==> config.mk <==
export PLATFORM = sky130hd
export DESIGN_NAME = video_pattern_generator
export DESIGN_NICKNAME = d
export VERILOG_FILES = /design/src/rtl/video_pattern_generator.sv
export SDC_FILE = /design/constraint.sdc
export NUM_CORES = 1
export LEC_CHECK = 0
export CORE_UTILIZATION = 34
export DETAILED_ROUTE_END_ITERATION = 8
export GPL_TIMING_DRIVEN = 0
export MAX_ROUTING_LAYER = met4
export PLACE_DENSITY = 0.62
export SETUP_SLACK_MARGIN = 0.4
export SLEW_MARGIN = 20
export SYNTH_ARGS = -nofsm -noshare
export SYNTH_HDL_FRONTEND = slang
export SYNTH_SLANG_ARGS = --single-unit
==> constraint.sdc <==
create_clock -name I_clk -period 2 [get_ports I_clk]
set_clock_uncertainty 0.15 [all_clocks]
set_input_delay 0.2 -clock I_clk [delete_from_list [all_inputs] [get_ports I_clk]]
set_output_delay 0.2 -clock I_clk [all_outputs]
set_load 0.005 [all_outputs]
==> src/rtl/video_pattern_generator.sv <==
// Video timing and test-pattern source producing a DVI-style pixel stream.
// Optional macro PATTERN_SCROLL_EN: patterns scroll by one pixel (or line) per frame.
module video_pattern_generator #(
    parameter int H_ACTIVE    = 32,
    parameter int H_FRONT     = 4,
    parameter int H_SYNC      = 4,
    parameter int H_BLANK     = 16,
    parameter int V_ACTIVE    = 8,
    parameter int V_FRONT     = 1,
    parameter int V_SYNC      = 2,
    parameter int V_BLANK     = 4,
    parameter int COLOR_COUNT = 3
) (
    input  logic        I_clk,
    input  logic        I_rst_n,
    input  logic        I_enable,
    input  logic [1:0]  I_pattern_sel,
    output logic        O_rgb_vs,
    output logic        O_rgb_hs,
    output logic        O_rgb_de,
    output logic [7:0]  O_rgb_color [COLOR_COUNT],
    output logic        O_frame_start,
    output logic [15:0] O_frame_count,
    output logic        O_dbg_state
);

    // Push-only stream: O_rgb_de qualifies O_rgb_color on every cycle; there is
    // no ready, so the sink must accept each pixel in the cycle it is presented.

    localparam int H_TOTAL = H_ACTIVE + H_BLANK;
    localparam int V_TOTAL = V_ACTIVE + V_BLANK;
    localparam int HW      = $clog2(H_TOTAL);
    localparam int VW      = $clog2(V_TOTAL);

    localparam logic [HW-1:0] H_LAST = HW'(H_TOTAL - 1);
    localparam logic [VW-1:0] V_LAST = VW'(V_TOTAL - 1);

    localparam logic [31:0] H_ACT_U  = 32'(H_ACTIVE);
    localparam logic [31:0] V_ACT_U  = 32'(V_ACTIVE);
    localparam logic [31:0] HS_START = 32'(H_ACTIVE + H_FRONT);
    localparam logic [31:0] HS_END   = 32'(H_ACTIVE + H_FRONT + H_SYNC);
    localparam logic [31:0] VS_START = 32'(V_ACTIVE + V_FRONT);
    localparam logic [31:0] VS_END   = 32'(V_ACTIVE + V_FRONT + V_SYNC);
    localparam logic [31:0] BAR_W    = (H_ACTIVE / 8 < 1) ? 32'd1 : 32'(H_ACTIVE / 8);

    typedef enum logic {
        ST_IDLE = 1'b0,
        ST_RUN  = 1'b1
    } state_t;

    state_t          state;
    state_t          state_next;
    logic [HW-1:0]   h_cnt;
    logic [VW-1:0]   v_cnt;
    logic            cnt_valid;
    logic [1:0]      sel_q;
    logic [15:0]     frame_cnt;
    logic            h_last;
    logic            v_last;
    logic            last_pix;

    logic            de_c;
    logic            hs_c;
    logic            vs_c;
    logic            fs_c;
    logic [31:0]     x_full;
    logic [31:0]     y_full;
    logic [31:0]     x_pat;
    logic [31:0]     y_pat;
    logic [31:0]     bar;
    logic [2:0]      bar_idx;
    logic [7:0]      r_c;
    logic [7:0]      g_c;
    logic [7:0]      b_c;
    logic [7:0]      color_c [COLOR_COUNT];

    assign h_last        = (h_cnt == H_LAST);
    assign v_last        = (v_cnt == V_LAST);
    assign last_pix      = (state == ST_RUN) && cnt_valid && h_last && v_last;
    assign O_frame_count = frame_cnt;
    assign O_dbg_state   = (state == ST_RUN);

    always_ff @(posedge I_clk or negedge I_rst_n) begin
        if (!I_rst_n) begin
            state <= ST_IDLE;
        end else begin
            state <= state_next;
        end
    end

    // A run only ends on the last pixel of a frame, so frames are never cut short.
    always_comb begin
        state_next = state;
        case (state)
            ST_IDLE: if (I_enable) state_next = ST_RUN;
            ST_RUN:  if (last_pix && !I_enable) state_next = ST_IDLE;
            default: state_next = ST_IDLE;
        endcase
    end

    // cnt_valid marks the cycles where (h_cnt, v_cnt) is a real pixel position;
    // it lags entry into RUN by one cycle so the first frame starts at (0,0).
    always_ff @(posedge I_clk or negedge I_rst_n) begin
        if (!I_rst_n) begin
            h_cnt     <= '0;
            v_cnt     <= '0;
            cnt_valid <= 1'b0;
        end else if (state != ST_RUN) begin
            h_cnt     <= '0;
            v_cnt     <= '0;
            cnt_valid <= 1'b0;
        end else begin
            cnt_valid <= (state_next == ST_RUN);
            if (cnt_valid) begin
                if (h_last) begin
                    h_cnt <= '0;
                    v_cnt <= v_last ? '0 : v_cnt + 1'b1;
                end else begin
                    h_cnt <= h_cnt + 1'b1;
                end
            end
        end
    end

    always_ff @(posedge I_clk or negedge I_rst_n) begin
        if (!I_rst_n) begin
            frame_cnt <= '0;
            sel_q     <= '0;
        end else begin
            if (last_pix) begin
                frame_cnt <= frame_cnt + 16'd1;
            end
            if ((state == ST_IDLE && I_enable) || (last_pix && I_enable)) begin
                sel_q <= I_pattern_sel;
            end
        end
    end

    always_comb begin
        x_full = 32'(h_cnt);
        y_full = 32'(v_cnt);
`ifdef PATTERN_SCROLL_EN
        x_pat  = (x_full + 32'(frame_cnt)) % H_ACT_U;
        y_pat  = (y_full + 32'(frame_cnt)) % V_ACT_U;
`else
        x_pat  = x_full;
        y_pat  = y_full;
`endif
        de_c = cnt_valid && (x_full < H_ACT_U) && (y_full < V_ACT_U);
        hs_c = cnt_valid && (x_full >= HS_START) && (x_full < HS_END);
        vs_c = cnt_valid && (y_full >= VS_START) && (y_full < VS_END);
        fs_c = cnt_valid && (h_cnt == '0) && (v_cnt == '0);

        // The last bar absorbs the remainder when H_ACTIVE is not a multiple of 8.
        bar = x_pat / BAR_W;
        if (bar > 32'd7) begin
            bar = 32'd7;
        end
        bar_idx = bar[2:0];

        r_c = 8'h00;
        g_c = 8'h00;
        b_c = 8'h00;
        case (sel_q)
            2'd0: begin
                r_c = x_pat[7:0];
                g_c = x_pat[7:0];
                b_c = x_pat[7:0];
            end
            2'd1: begin
                r_c = y_pat[7:0];
                g_c = y_pat[7:0];
                b_c = y_pat[7:0];
            end
            2'd2: begin
                r_c = {8{bar_idx[2]}};
                g_c = {8{bar_idx[1]}};
                b_c = {8{bar_idx[0]}};
            end
            default: begin
                r_c = x_pat[7:0];
                g_c = y_full[7:0];
                b_c = frame_cnt[7:0];
            end
        endcase
    end

    always_comb begin
        for (int i = 0; i < COLOR_COUNT; i++) begin
            color_c[i] = 8'h00;
            if (de_c) begin
                if (i == 1) begin
                    color_c[i] = g_c;
                end else if (i == 2) begin
                    color_c[i] = b_c;
                end else begin
                    color_c[i] = r_c;
                end
            end
        end
    end

    always_ff @(posedge I_clk or negedge I_rst_n) begin
        if (!I_rst_n) begin
            O_rgb_de      <= 1'b0;
            O_rgb_hs      <= 1'b0;
            O_rgb_vs      <= 1'b0;
            O_frame_start <= 1'b0;
            for (int i = 0; i < COLOR_COUNT; i++) begin
                O_rgb_color[i] <= 8'h00;
            end
        end else begin
            O_rgb_de      <= de_c;
            O_rgb_hs      <= hs_c;
            O_rgb_vs      <= vs_c;
            O_frame_start <= fs_c;
            for (int i = 0; i < COLOR_COUNT; i++) begin
                O_rgb_color[i] <= color_c[i];
            end
        end
    end

endmodule

==> summary.txt, run 1 <==
Kind of critical path: reg -> out
Synthesis-stage register bit count: 56
Total number of vias: 2167
Layout net count: 359
CP Buf/Inv Count: 1
CTS sink count: 56
Initial Util: 0.359
Core outline area: 7410 sq um
Post-route setup slack: 0.338 ns
Power per Cell Area: 501 nW/um^2
Fin util: 0.522
Sequential area share after synthesis: 0.527
CTS tree: yes
Placed insts: 400
Clk pin slew, worst setup/hold paths: 0.10 ns
Fin. max-slew vios: 0
Cell count after synthesis: 252
Routed Antenna Nets: 0
Critical-path maximum fanout: 6
Synth top area cells: dfrtp_1, xnor2_1, ha_1
Antenna Cells: 0
Largest stage delay on the critical path: 0.54 ns
Avg Vias per Cell: 4.88
First-pass GRT wire length: 10.2 mm
Synth area leader: dfrtp_1
Fin crit period: 1.66 ns
Clock Tree Buf Depth: 2
Worst Hold Class: in -> async
Cts bufs inserted: 5
Worst path required time: 1.65 ns
Non-Filler Instances: 444
Row cnt: 31
Syn Nets: 267
Final hold vios: 0
Post-synth top flop: dfrtp_1
Critical path cell sequence: clkdlybuf4s50_1
Max Cap Violations: 0
Cell Area, Synth: 2660 sq um
Part of the cycle the worst path needs: 0.831
Routability Congestion: 0.821
Root buf cell: clkbuf_8
FMAX: 0.602 GHz
Yosys cell types: 40
Worst relative slew slack: 0.540
H-tree Lvls: 2
Final setup TNS: 0 ns
CP Capture Type: primary output
Gr usage total: 0.157
Initial DRC Count: 89
HPWL after detailed placement: 3.93 mm
Routed WL: 5.99 mm
Peak VDD IR: 0.398 mV
Synthesized area per cell: 10.6 sq um
# IOs: 50
Vias in the first global route: 2162
Yosys top cell area share: 0.527
Status: finished clean
Critical path's top delay family: buffers and inverters
Die outline width: 90.5 microns
Number of I/O port buffers: 49
Largest net degree at the start of global routing: 57
Fraction of layout cells with a size suffix above 1: 0.293
Router iterations before antenna repair: 4
Post-synth EDFFs: 0
Fraction of registers with async set/reset: 1.00
Worst Setup Start Kind: register
Synth Warn #: 0
Setup WS pre-CTS: 0.0808 ns
DRC viols: 0
RSZ-0062 raised after global routing: true
Crit path DAT: 1.31 ns
Grt ovf: 0
Initial antenna violation count: 0
Area Growth Syn to Fin: 45.2%
Slowest CP cell: clkdlybuf4s50_1
Clock insertion delay at the later pin of the skew report: 0.30 ns
Wire per inst: 13.5 microns
Pleak: 0.00182 uW
Die Y: 90.5 microns
Worst Max-Slew Pin Slew: 0.691 ns
Final setup vio count: 0
Die ar.: 8180 sq um
## worst reg2reg max path, cell delays in order, from the launching register on
cell,delay [ns]
dfrtp_2,0.44
ha_4,0.18
nand3_4,0.14
nor3_4,0.07
o21ai_2,0.21
mux2_2,0.36
## kinds of logic after synthesis
kind of cell               Yosys count  synth area share
xor gates and xnor gates            17            0.0559
buffers and inverters               37            0.0658
AOI/OAI and AO/OA                   54             0.119
DFF                                 56             0.527
muxes                                5            0.0202
adders and majority gates           10            0.0470
and+or+nand+nor                     73             0.165
## state kept, by name, indices dropped and copies added, names as in the netlist
name	cells
O_dbg_state	1
O_frame_count	16
O_frame_start	1
O_rgb_color	22
O_rgb_de	1
O_rgb_hs	1
O_rgb_vs	1
cnt_valid	1
h_cnt	6
sel_q	2
v_cnt	4
## cell usage after synthesis, types with 2 or more instances
| cell type | n |
|---|---|
| a211oi_1 | 2 |
| a21oi_1 | 18 |
| a221oi_1 | 5 |
| a22oi_1 | 3 |
| buf_4 | 5 |
| buf_6 | 2 |
| clkbuf_1 | 7 |
| dfrtp_1 | 56 |
| ha_1 | 10 |
| inv_1 | 21 |
| mux2_2 | 3 |
| mux2i_1 | 2 |
| nand2_1 | 15 |
| nand3_1 | 13 |
| nand4_1 | 6 |
| nand4b_1 | 2 |
| nor2_1 | 21 |
| nor3_1 | 2 |
| nor3b_1 | 2 |
| nor4_1 | 2 |
| nor4_4 | 2 |
| o21ai_0 | 19 |
| o31ai_1 | 2 |
| xnor2_1 | 16 |
## worst paths after layout
path,start,end,slack (ns),cells past startpoint
worst max-delay path,O_frame_count[6]$_DFFE_PN0N_,O_frame_count[6],0.34,1
worst min-delay path,I_rst_n,O_rgb_color[5]$_DFF_PN0_,0.33,2
worst max register to register,h_cnt[1]$_DFFE_PN0P_,sel_q[1]$_DFFE_PN0P_,0.35,5
worst min register to register,O_frame_count[15]$_DFFE_PN0N_,O_frame_count[15]$_DFFE_PN0N_,0.33,1
max in group asynchronous,I_rst_n,h_cnt[0]$_DFFE_PN0P_,0.87,2
min in group I_clk,O_frame_count[15]$_DFFE_PN0N_,O_frame_count[15]$_DFFE_PN0N_,0.33,1
## layer usage
layer / GRT usage / wire length, microns
met3: 0.0286 / 187
met2: 0.260 / 3040
met4: 0.0390 / 74
met1: 0.199 / 2690
met5: - / 0
## per-stage QoR
step / instance area, sq um / hold WS [ns] / total power [uW]
2_1_floorplan: 2700 / -0.246 / 1150
3_3_place_gp: 3310 / 0.313 / 1190
3_5_place_dp: 3310 / 0.144 / 1180
4_1_cts: 3720 / 0.337 / 1950
5_1_grt: 3860 / 0.347 / 2000
6_report: 3860 / 0.326 / 1940
## final cells by class
class,instances,area (sq um)
flip-flops and latches,56,1410
inverters,21,78.8
fillers,644,3540
clock buffers,6,82.6
multi-input cells,159,1230
plain buffers,16,130
well taps,99,124
repair buffers,85,774
clock inverters,2,38.8
## where the power goes
group	total, uW	switching, uW	internal [uW]
Sequential	1130	0	1130
Clock	775	365	410
Combinational	30.7	22.7	8.04
Total	1940	387	1550
## placed cells by master (no fill, tap or decap), types with 3 or more instances in the layout
| cell | n |
|---|---|
| a21oi_1 | 15 |
| a221oi_2 | 3 |
| buf_4 | 38 |
| a22oi_1 | 3 |
| nand3_1 | 13 |
| nor2_2 | 3 |
| o21ai_1 | 3 |
| dlygate4sd2_1 | 3 |
| inv_1 | 18 |
| clkdlybuf4s50_1 | 41 |
| buf_6 | 6 |
| a21oi_2 | 3 |
| clkbuf_8 | 6 |
| xnor2_1 | 15 |
| inv_2 | 3 |
| o21ai_0 | 15 |
| dfrtp_1 | 51 |
| dlymetal6s2s_1 | 4 |
| nand4_1 | 6 |
| clkbuf_2 | 4 |
| dfrtp_2 | 5 |
| nor2_1 | 16 |
| nand2_1 | 13 |
| ha_1 | 8 |
## what timing repair did
action	in CTS	in global routing
setup endpoints to repair	53	43
pin swaps	6	12
resized for setup	26	37
buffers inserted	28	7
hold buffers	1	0
hold endpoints to repair	56	0
(Power assumes the default switching activity.)
==> run 2: changes to the inputs <==
- PLACE_DENSITY: 0.62 -> 0.64
- clock period: 2 -> 1.3 ns (I/O delays scaled with it)
==> summary.txt, run 2 (same netlist as run 1, synthesis figures left out) <==
Worst Hold Class: in -> async
Antenna Cells: 0 (unchanged)
Clock Tree Buf Depth: 2 (unchanged)
Routed Antenna Nets: 0 (unchanged)
H-tree Lvls: 2 (unchanged)
Initial DRC Count: 119 (+34%)
Router iterations before antenna repair: 4 (unchanged)
Final setup vio count: 54 (+54)
Clk pin slew, worst setup/hold paths: 0.10 ns (about the same)
FF-to-FF path depth: 6 (+1)
Post-route setup slack: -0.378 ns (-0.716 ns)
Die ar.: 8180 sq um (unchanged)
Layout net count: 401 (+12%)
Crit path DAT: 1.73 ns (+0.42 ns)
Fin Hold WS: -0.296 ns (-0.622 ns)
Most common cell after layout, fill and taps aside: dfrtp_1
Peak VDD IR: 0.493 mV (+24%)
Vias in the first global route: 2457 (+14%)
Clock insertion delay at the later pin of the skew report: 0.31 ns (about the same)
Most frequent cells in the layout: dfrtp_1, buf_6, buf_4, buf_2, xnor2_1
Fin util: 0.623 (+0.102)
Gr usage total: 0.197 (+0.0400)
FMAX: 0.596 GHz
Die Y: 90.5 microns (unchanged)
Core outline area: 7410 sq um (unchanged)
Area of the multi-input gates: 1570 sq um (+28%)
Crit Reg-Reg Endpoint: O_frame_count[11]$_DFFE_PN0N_
M1 WL: 3.34 mm (+24%)
Met2 wire length: 4.08 mm (+34%)
Failing checks: negative hold slack, negative setup slack
Reg2reg start: v_cnt[2]$_DFFE_PN0P_
Number of I/O port buffers: 49 (unchanged)
Total number of vias: 2448 (+13%)
# IOs: 50 (unchanged)
Max Used Layer: met4
DRC viols: 0 (unchanged)
Avg Vias per Cell: 5.04 (+3.2%)
Filler Cells Inserted: 567 (-12%)
Pleak: 0.00219 uW (+20%)
Kind of critical path: reg -> reg
Wire per inst: 16.7 microns (+23%)
Cts bufs inserted: 5 (unchanged)
Row cnt: 31 (unchanged)
Fraction of layout cells with a size suffix above 1: 0.654 (+0.361)
Status: complete, but fails checks
Fin crit period: 1.68 ns
Final hold vios: 56 (+56)
Initial Util: 0.359 (unchanged)
Grt ovf: 0 (unchanged)
CTS sink count: 56 (unchanged)
Met3 routed WL: 436 microns (+130%)
Part of the cycle the worst path needs: 1.29
First-pass GRT wire length: 12.3 mm (+21%)
CTS tree: yes
Non-Filler Instances: 486 (+9.5%)
Worst reg2reg setup slack: -0.38 ns (-0.73 ns)
Fin. max-slew vios: 0 (unchanged)
Reg with most FFs: O_rgb_color
Max Cap Violations: 0 (unchanged)
Die outline width: 90.5 microns (unchanged)
HPWL after detailed placement: 3.97 mm (+0.95%)
Register Area: 1410 sq um (+0.27%)
Area Growth Syn to Fin: 73.5%
Critical-path maximum fanout: 7 (+1)
CP Capture Type: register
Initial antenna violation count: 0 (unchanged)
Max FFs per register: 22 (unchanged)
Final setup TNS: -12.61 ns (-12.61 ns)
RSZ-0062 raised after global routing: true
Worst Setup Start Kind: register
Worst Max-Slew Pin Slew: 0.704 ns (+0.0132 ns)
Worst path required time: 1.36 ns (-0.29 ns)
Root buf cell: clkbuf_8
Placed insts: 400 (unchanged)
Routed WL: 8.10 mm (+35%)
Worst relative slew slack: 0.531 (-0.00882)
Tot Pwr: 3030 uW (+56%)
Largest net degree at the start of global routing: 57 (unchanged)
Power per Cell Area: 655 nW/um^2 (+31%)
Routability Congestion: 0.823 (+0.30%)
-- run 2: worst max-delay path by stage --
stage / startpoint / to / slack [ns]
global route: sel_q[0]$_DFFE_PN0P_ / O_rgb_color[8]$_DFF_PN0_ / -0.47
global placement: I_rst_n / O_dbg_state$_DFF_PN0_ / -1.99
detailed placement: h_cnt[1]$_DFFE_PN0P_ / O_frame_count[11]$_DFFE_PN0N_ / -0.65
finish: v_cnt[2]$_DFFE_PN0P_ / O_frame_count[11]$_DFFE_PN0N_ / -0.38
floorplan: h_cnt[1]$_DFFE_PN0P_ / O_frame_count[11]$_DFFE_PN0N_ / -0.40
CTS: v_cnt[2]$_DFFE_PN0P_ / O_frame_count[15]$_DFFE_PN0N_ / -0.39
-- run 2: metal layers --
layer	global-route usage	vias up
met1	0.238	1205
met4	0.0847	0
li1	-	1138
met2	0.322	85
met5	-	-
met3	0.0387	20
-- run 2: what timing repair did --
| action | in CTS | in global routing |
|---|---|---|
| buffers inserted | 63 | 12 |
| endpoints found under the hold margin | 56 | 56 |
| gates resized for setup | 284 | 54 |
| endpoints found under the setup margin | 101 | 101 |
| cloned | 3 | 0 |
| pin swaps | 29 | 29 |
-- run 2: power by group --
group | switching [uW] | leakage [uW] | total [uW] | internal, uW
Clock | 559 | 0.0000645 | 1240 | 680
Combinational | 36.5 | 0.00138 | 47.1 | 10.6
Sequential | 0 | 0.000750 | 1740 | 1740
Total | 595 | 0.00219 | 3030 | 2430
-- run 2: final cells by class --
| cell class | instances | area share |
|---|---|---|
| Inverter | 21 | 0.0220 |
| Tap cell | 99 | 0.0268 |
| Sequential cell | 56 | 0.306 |
| Timing Repair Buffer | 127 | 0.227 |
| Buffer | 16 | 0.0512 |
| Clock buffer | 7 | 0.0209 |
| Multi-Input combinational cell | 159 | 0.340 |
| Clock inverter | 1 | 0.00650 |
-- run 2: metrics by stage --
| step | instance area, sq um | setup slack, ns |
|---|---|---|
| floorplan | 2860 | -0.401 |
| global placement | 3470 | -1.99 |
| detailed placement | 3470 | -0.646 |
| CTS | 4340 | -0.395 |
| global route | 4620 | -0.472 |
| finish | 4620 | -0.378 |
-- run 2: worst max-delay path, cell delays in order, from the launching register on --
cell,delay (ns)
dfrtp_1,0.38
buf_6,0.12
nand4b_4,0.21
nor4_4,0.29
buf_6,0.17
nand4_1,0.11
xnor2_1,0.16
